## src/rtl/mult_job_scheduler_if.sv

```systemverilog
// Requester-side bundle for mult_job_scheduler.
//   master: requesters  (drive req_valid/req_a/req_b, observe req_ready and rsp_*)
//   slave : scheduler   (observe req_*, drive req_ready and rsp_*)
interface mult_job_scheduler_if #(
  parameter int unsigned NREQ = 4,
  parameter int unsigned DW   = 16,
  parameter int unsigned IDW  = 2
);
  logic [NREQ-1:0]    req_valid;
  logic [NREQ*DW-1:0] req_a;
  logic [NREQ*DW-1:0] req_b;
  logic [NREQ-1:0]    req_ready;
  logic               rsp_valid;
  logic [IDW-1:0]     rsp_id;
  logic [2*DW-1:0]    rsp_data;
  logic               rsp_err;

  modport master (
    output req_valid, req_a, req_b,
    input  req_ready, rsp_valid, rsp_id, rsp_data, rsp_err
  );

  modport slave (
    input  req_valid, req_a, req_b,
    output req_ready, rsp_valid, rsp_id, rsp_data, rsp_err
  );
endinterface

```

## src/rtl/mult_job_scheduler.sv

```systemverilog
// Round-robin scheduler sharing one multiplier core among NREQ requesters.
//   clk, rst    : clock, synchronous active-high reset
//   bus (slave) : requester jobs in, one-hot req_ready, tagged response out
//   core_*      : start/operands to the core, done/result back
// Optional: SCHED_TIMEOUT_EN adds a WAIT timeout that returns rsp_err=1, rsp_data=0.
module mult_job_scheduler #(
  parameter int unsigned NREQ    = 4,
  parameter int unsigned DW      = 16,
  parameter int unsigned IDW     = 2,
  parameter int unsigned TIMEOUT = 255
) (
  input  logic                 clk,
  input  logic                 rst,
  mult_job_scheduler_if.slave  bus,
  output logic                 core_start,
  output logic [DW-1:0]        core_a,
  output logic [DW-1:0]        core_b,
  input  logic                 core_done,
  input  logic [2*DW-1:0]      core_result
);

  typedef enum logic [1:0] {S_IDLE, S_ISSUE, S_WAIT, S_RESP} state_t;

  state_t          state_q, state_d;
  logic [IDW-1:0]  ptr_q, ptr_d;
  logic [IDW-1:0]  id_q, id_d;
  logic [NREQ-1:0] req_ready_q, req_ready_d;
  logic            core_start_q, core_start_d;
  logic [DW-1:0]   core_a_q, core_a_d;
  logic [DW-1:0]   core_b_q, core_b_d;
  logic            rsp_valid_q, rsp_valid_d;
  logic [IDW-1:0]  rsp_id_q, rsp_id_d;
  logic [2*DW-1:0] rsp_data_q, rsp_data_d;

`ifdef SCHED_TIMEOUT_EN
  localparam int unsigned CNTW = $clog2(TIMEOUT + 1);
  logic [CNTW-1:0] cnt_q, cnt_d;
  logic            rsp_err_q, rsp_err_d;
`endif

  logic [IDW-1:0] win;
  logic           win_found;
  int unsigned    idx;

  // First requesting index at or after ptr, wrapping at NREQ-1.
  always_comb begin
    win       = '0;
    win_found = 1'b0;
    idx       = 0;
    for (int unsigned i = 0; i < NREQ; i++) begin
      idx = 32'(ptr_q) + i;
      if (idx >= NREQ) idx = idx - NREQ;
      if (!win_found && bus.req_valid[IDW'(idx)]) begin
        win_found = 1'b1;
        win       = IDW'(idx);
      end
    end
  end

  // Outputs are registered: each one is set on the edge that enters its state.
  always_comb begin
    state_d      = state_q;
    ptr_d        = ptr_q;
    id_d         = id_q;
    req_ready_d  = '0;
    core_start_d = 1'b0;
    core_a_d     = core_a_q;
    core_b_d     = core_b_q;
    rsp_valid_d  = 1'b0;
    rsp_id_d     = rsp_id_q;
    rsp_data_d   = rsp_data_q;
`ifdef SCHED_TIMEOUT_EN
    cnt_d        = cnt_q;
    rsp_err_d    = rsp_err_q;
`endif
    case (state_q)
      S_IDLE: begin
        if (win_found) begin
          id_d             = win;
          core_a_d         = bus.req_a[32'(win)*DW +: DW];
          core_b_d         = bus.req_b[32'(win)*DW +: DW];
          req_ready_d[win] = 1'b1;
          core_start_d     = 1'b1;
          state_d          = S_ISSUE;
        end
      end
      S_ISSUE: begin
`ifdef SCHED_TIMEOUT_EN
        cnt_d = '0;
`endif
        state_d = S_WAIT;
      end
      S_WAIT: begin
        if (core_done) begin
          rsp_data_d  = core_result;
          rsp_id_d    = id_q;
          rsp_valid_d = 1'b1;
`ifdef SCHED_TIMEOUT_EN
          rsp_err_d   = 1'b0;
`endif
          state_d     = S_RESP;
        end
`ifdef SCHED_TIMEOUT_EN
        // Compare before increment so RESP lands TIMEOUT+1 cycles after ISSUE.
        else if (cnt_q == CNTW'(TIMEOUT - 1)) begin
          rsp_data_d  = '0;
          rsp_id_d    = id_q;
          rsp_valid_d = 1'b1;
          rsp_err_d   = 1'b1;
          state_d     = S_RESP;
        end else begin
          cnt_d = cnt_q + 1'b1;
        end
`endif
      end
      S_RESP: begin
        ptr_d   = (id_q == IDW'(NREQ - 1)) ? '0 : id_q + 1'b1;
        state_d = S_IDLE;
      end
      default: state_d = S_IDLE;
    endcase
  end

  always_ff @(posedge clk) begin
    if (rst) begin
      state_q      <= S_IDLE;
      ptr_q        <= '0;
      id_q         <= '0;
      req_ready_q  <= '0;
      core_start_q <= 1'b0;
      core_a_q     <= '0;
      core_b_q     <= '0;
      rsp_valid_q  <= 1'b0;
      rsp_id_q     <= '0;
      rsp_data_q   <= '0;
`ifdef SCHED_TIMEOUT_EN
      cnt_q        <= '0;
      rsp_err_q    <= 1'b0;
`endif
    end else begin
      state_q      <= state_d;
      ptr_q        <= ptr_d;
      id_q         <= id_d;
      req_ready_q  <= req_ready_d;
      core_start_q <= core_start_d;
      core_a_q     <= core_a_d;
      core_b_q     <= core_b_d;
      rsp_valid_q  <= rsp_valid_d;
      rsp_id_q     <= rsp_id_d;
      rsp_data_q   <= rsp_data_d;
`ifdef SCHED_TIMEOUT_EN
      cnt_q        <= cnt_d;
      rsp_err_q    <= rsp_err_d;
`endif
    end
  end

  assign bus.req_ready = req_ready_q;
  assign bus.rsp_valid = rsp_valid_q;
  assign bus.rsp_id    = rsp_id_q;
  assign bus.rsp_data  = rsp_data_q;
`ifdef SCHED_TIMEOUT_EN
  assign bus.rsp_err   = rsp_err_q;
`else
  assign bus.rsp_err   = 1'b0;
`endif
  assign core_start    = core_start_q;
  assign core_a        = core_a_q;
  assign core_b        = core_b_q;

endmodule

```

## src/flat_wrapper.sv

```systemverilog
// flat-port wrapper written by rule: the top's interface ports become plain ports
module mult_job_scheduler_flat 
#(
  parameter int unsigned NREQ    = 4,
  parameter int unsigned DW      = 16,
  parameter int unsigned IDW     = 2,
  parameter int unsigned TIMEOUT = 255
)
  (clk, rst, core_start, core_a, core_b, core_done, core_result, bus_req_valid, bus_req_a, bus_req_b, bus_req_ready, bus_rsp_valid, bus_rsp_id, bus_rsp_data, bus_rsp_err);
  mult_job_scheduler_if #(.NREQ(NREQ), .DW(DW), .IDW(IDW)) bus_i ();
  input  logic clk;
  input  logic rst;
  output logic core_start;
  output logic [DW-1:0] core_a;
  output logic [DW-1:0] core_b;
  input  logic core_done;
  input  logic [2*DW-1:0] core_result;
  input wire logic [$bits(bus_i.req_valid)-1:0] bus_req_valid;
  input wire logic [$bits(bus_i.req_a)-1:0] bus_req_a;
  input wire logic [$bits(bus_i.req_b)-1:0] bus_req_b;
  output wire logic [$bits(bus_i.req_ready)-1:0] bus_req_ready;
  output wire logic [$bits(bus_i.rsp_valid)-1:0] bus_rsp_valid;
  output wire logic [$bits(bus_i.rsp_id)-1:0] bus_rsp_id;
  output wire logic [$bits(bus_i.rsp_data)-1:0] bus_rsp_data;
  output wire logic [$bits(bus_i.rsp_err)-1:0] bus_rsp_err;
  assign bus_i.req_valid = bus_req_valid;
  assign bus_i.req_a = bus_req_a;
  assign bus_i.req_b = bus_req_b;
  assign bus_req_ready = bus_i.req_ready;
  assign bus_rsp_valid = bus_i.rsp_valid;
  assign bus_rsp_id = bus_i.rsp_id;
  assign bus_rsp_data = bus_i.rsp_data;
  assign bus_rsp_err = bus_i.rsp_err;
  mult_job_scheduler #(.NREQ(NREQ), .DW(DW), .IDW(IDW), .TIMEOUT(TIMEOUT)) u_core (.clk(clk), .rst(rst), .bus(bus_i), .core_start(core_start), .core_a(core_a), .core_b(core_b), .core_done(core_done), .core_result(core_result));
endmodule
```

## config.mk

```make
export PLATFORM = sky130hd
export DESIGN_NAME = mult_job_scheduler_flat
export DESIGN_NICKNAME = d
export VERILOG_FILES = /design/src/rtl/mult_job_scheduler_if.sv /design/src/rtl/mult_job_scheduler.sv /design/src/flat_wrapper.sv
export SDC_FILE = /design/constraint.sdc
export NUM_CORES = 1
export LEC_CHECK = 0
export ABC_AREA = 0
export BUFFER_PORTS_ARGS = -buffer_cell sky130_fd_sc_hd__buf_2
export CAP_MARGIN = 25
export CORE_ASPECT_RATIO = 1.5
export CORE_MARGIN = 5
export CORE_UTILIZATION = 45
export DETAILED_ROUTE_END_ITERATION = 12
export PLACE_DENSITY = 0.95
export SYNTH_ARGS = -nofsm -noshare
export SYNTH_HDL_FRONTEND = slang
export SYNTH_SLANG_ARGS = --single-unit
```

## constraint.sdc

```tcl
create_clock -name clk -period 4.8 [get_ports clk]
set_input_delay 0.96 -clock clk [delete_from_list [all_inputs] [get_ports clk]]
set_output_delay 0.96 -clock clk [all_outputs]
set_load 0.05 [all_outputs]
```

==> run_results.csv <==
group,metric,value,unit
drt,sum_of_routed_wire_length_over_all_layers,12.2,mm
power,vdd.ir_drop.worst,0.385,mV
cts,worst_setup_hold_path_clk_slew,60,ps
finish,area_delta_synth_final,41.6,%
critical_path,crit_slowest_cell,"sky130_fd_sc_hd__nand2b_1",
drt,drtPass1Iterations,9,
critical_path,critical_path.max_fanout,23,
cts,quantity_of_hold_fixing_buffers_added_after_cts,0,
drt,dr.first_iter.drc_count,304,
drt,drc_errors,0,
critical_path,cp.buffers_inverters,2,
logic_synthesis,synth_flop_cell,"sky130_fd_sc_hd__dfxtp_1",
critical_path,crit_family,"simple AND/OR/NAND/NOR gates",
critical_path,critical_path_class,"in -> reg",
logic_synthesis,synth.lib_cells_used.distinct,33,
floorplan,die_boundary_height,118,um
drt,routed-via-count,4074,
sta,tightestPinTransition,769,ps
outcome,run_status,"finished, final reports clean",
logic_synthesis,yosys-top-cells-count,"sky130_fd_sc_hd__dfxtp_1, sky130_fd_sc_hd__nand2_1, sky130_fd_sc_hd__a21oi_1",
cts,cts_sinks,78,
logic_synthesis,synthesis.instances,413,
sta,grt_setup_unrepaired,"no",
critical_path,setup.worst_path.start_class,"input pin",
sta,maxClockFrequency,382,MHz
finish,finish.utilization,65.2,%
cts,number_of_buffers_added_by_the_clock_tree_synthesis_step,9,
power,power.density_cell_area,597,mW/mm^2
sta,finalSetupTns,0,ps
logic_synthesis,proportion_of_netlist_area_held_by_the_largest_area_contributor,44.6,%
finish,number_of_nets_in_the_finished_design,799,
drt,antenna_violating_nets_post_route,0,
place,place.detailed.instances,715,
cts,cts_repair_resize_count,0,
logic_synthesis,synth_enable_flop_cells,0,
finish,antenna_diode_count,0,
sta,final_skew,4.49,ps
logic_synthesis,netlist_top_cells_area,"sky130_fd_sc_hd__dfxtp_1, sky130_fd_sc_hd__a21oi_1, sky130_fd_sc_hd__a222oi_1, sky130_fd_sc_hd__nand2_1, sky130_fd_sc_hd__a211oi_1",
sta,report.final.slew_viol_count,0,
global_route,via_count_of_the_first_global_routing_pass,3971,
place,dp_hpwl,9.02,mm
finish,stdcell_count,734,
sta,report.final.hold_viol_count,0,
cts,worstSkewPairLatency,330,ps
sta,final.min_clock_period,2610,ps
floorplan,rows,39,
logic_synthesis,syn_area_per_cell,8.49,um^2
floorplan,floorplan.core_area,0.00761,mm^2
floorplan,starting_utilization_of_the_core_area,46.0,%
sta,final.period_utilization,54.5,%
cts,post-cts-setup-buffers,0,
cts,clock_tree_from_tritoncts,"yes",
sta,report.final.setup_viol,0,
power,leakage,2.35,nW
critical_path,crit_path_cell_trace,"buf_2, nor4_2, nand2b_1, buf_4, a21oi_1, a211oi_1",
cts,cts.root.buffer_cell,"sky130_fd_sc_hd__clkbuf_16",
global_route,antenna_found_initial,0,
logic_synthesis,syn_nets,585,
flow_run,max-cap-violations,0,
critical_path,endpoint_kind,"flop",
cts,cts.htree.levels,3,
logic_synthesis,synth.cell_area,0.00350,mm^2
sta,max_slew_headroom_at_the_worst_pin,48.7,%
logic_synthesis,flops_latches_synth,78,
global_route,grt_pass1_wl,18.5,mm
floorplan,floorplan.die.width,82.1,um
critical_path,critical_path.max_stage_delay,570,ps
worst_hold_path,worst_hold_startpoint,"u_core.bus.rsp_id[0]$_SDFFE_PP0P_",
drt,avgRoutedWirePerCell,16.7,um
cts,max-clock-path-buffers,2,
logic_synthesis,post-synth-top-count-cell,"sky130_fd_sc_hd__dfxtp_1",
global_route,grt_start_max_net_pins,52,
logic_synthesis,synth-seq-area-share,44.6,%
critical_path,rr_startpoint,"u_core.ptr_q[1]$_SDFFE_PP0N_",
floorplan,ioPinCount,240,
finish,fraction_of_layout_cells_with_a_size_suffix_above_1,42.2,%
critical_path,cp-startpoint,"bus_req_valid[2]",
power,fin_total_pwr,2.96,mW
global_route,grt_remaining_overflow,0,
floorplan,die_outline_area,0.00969,mm^2
worst_hold_path,hold_path_class,"reg -> reg",
critical_path,worst-endpoint-arrival,2840,ps
global_route,grt_usage,24.3,%
sta,fin_hold_ws,453,ps
place,routabilityCongestion,0.862,
logic_synthesis,largest_area_contributor_in_the_synthesized_netlist,"sky130_fd_sc_hd__dfxtp_1",
place,io_buffers,238,
critical_path,timing.critical_path.required,5020,ps
drt,vias_per_cell,5.55,
logic_synthesis,yosysWarnings,0,
logic_synthesis,synthArstFlopShare,0,%
==> metal layers <==
layer | up-vias | wire, um | GRT usage [%]
met5 | - | 0 | 0
met4 | 0 | 437 | 13.4
li1 | 1935 | - | -
met1 | 1839 | 3980 | 22.5
met2 | 252 | 6290 | 43.4
met3 | 48 | 1520 | 9.34
==> registers in the layout (all words and copies together) (netlist names) <==
| signal | cells |
|---|---|
| u_core.state_q | 2 |
| u_core.ptr_q | 2 |
| u_core.id_q | 2 |
| u_core.bus.rsp_valid | 1 |
| u_core.bus.rsp_data | 32 |
| u_core.bus.rsp_id | 2 |
| u_core.core_a | 16 |
| u_core.core_start | 1 |
| u_core.core_b | 16 |
| u_core.bus.req_ready | 4 |
==> placed cells by master (no fill, tap or decap), types with 3 or more instances in the layout <==
cell type	instances
sky130_fd_sc_hd__inv_1	3
sky130_fd_sc_hd__nor2b_1	3
sky130_fd_sc_hd__a222oi_1	32
sky130_fd_sc_hd__buf_2	238
sky130_fd_sc_hd__dfxtp_1	78
sky130_fd_sc_hd__a211oi_1	32
sky130_fd_sc_hd__ha_1	5
sky130_fd_sc_hd__nand2_1	73
sky130_fd_sc_hd__a21oi_1	72
sky130_fd_sc_hd__nor2_1	43
sky130_fd_sc_hd__clkbuf_16	9
sky130_fd_sc_hd__buf_8	3
sky130_fd_sc_hd__and2_1	5
==> worst register-to-register path: cells and delay by family, from the launching register on <==
family	cells	cell delay [ps]
AOI/OAI and AO/OA	4	1370
buffers and inverters	1	100
DFF	1	540
==> final timing paths <==
kind | end | slack, ps | cells after the start
worst max-delay path | u_core.core_b[2]$_SDFFE_PP0P_ | 2190 | 6
worst min-delay path | u_core.bus.rsp_id[0]$_SDFFE_PP0P_ | 450 | 2
worst max register to register | u_core.core_b[2]$_SDFFE_PP0P_ | 2700 | 5
worst min register to register | u_core.bus.rsp_id[0]$_SDFFE_PP0P_ | 450 | 2
==> cells by family after synthesis <==
group | Yosys count | share of synthesized area (%)
AOI/OAI and AO/OA | 150 | 29.5
adders and majority gates | 5 | 1.79
buffers and inverters | 46 | 8.03
DFF | 78 | 44.6
muxes | 2 | 0.571
other | 1 | 0.107
and+or+nand+nor | 131 | 15.4
==> stage by stage <==
step,setup WS [ps],cell area [um^2]
after global placement,2010,4580
after CTS,2170,4920
after floorplan,2540,3500
after global routing,2020,4960
after detailed placement,1840,4600
final,2190,4960
==> layout make-up <==
| cell class | count | area [um^2] |
|---|---|---|
| fillers | 611 | 2650 |
| multi-input cells | 289 | 1660 |
| flip-flops and latches | 78 | 1560 |
| repair buffers | 244 | 1280 |
| clock buffers | 10 | 229 |
| well taps | 102 | 128 |
| clock inverters | 6 | 86.3 |
| inverters | 5 | 18.8 |
==> power by group <==
group	switching (mW)	internal (mW)	leakage (nW)	total, mW
combinational	0.978	0.385	1.56	1.36
sequential	0.0835	0.808	0.639	0.892
clock	0.255	0.454	0.152	0.709
total	1.32	1.65	2.35	2.96
No activity file was read; power rests on OpenSTA's default activity.
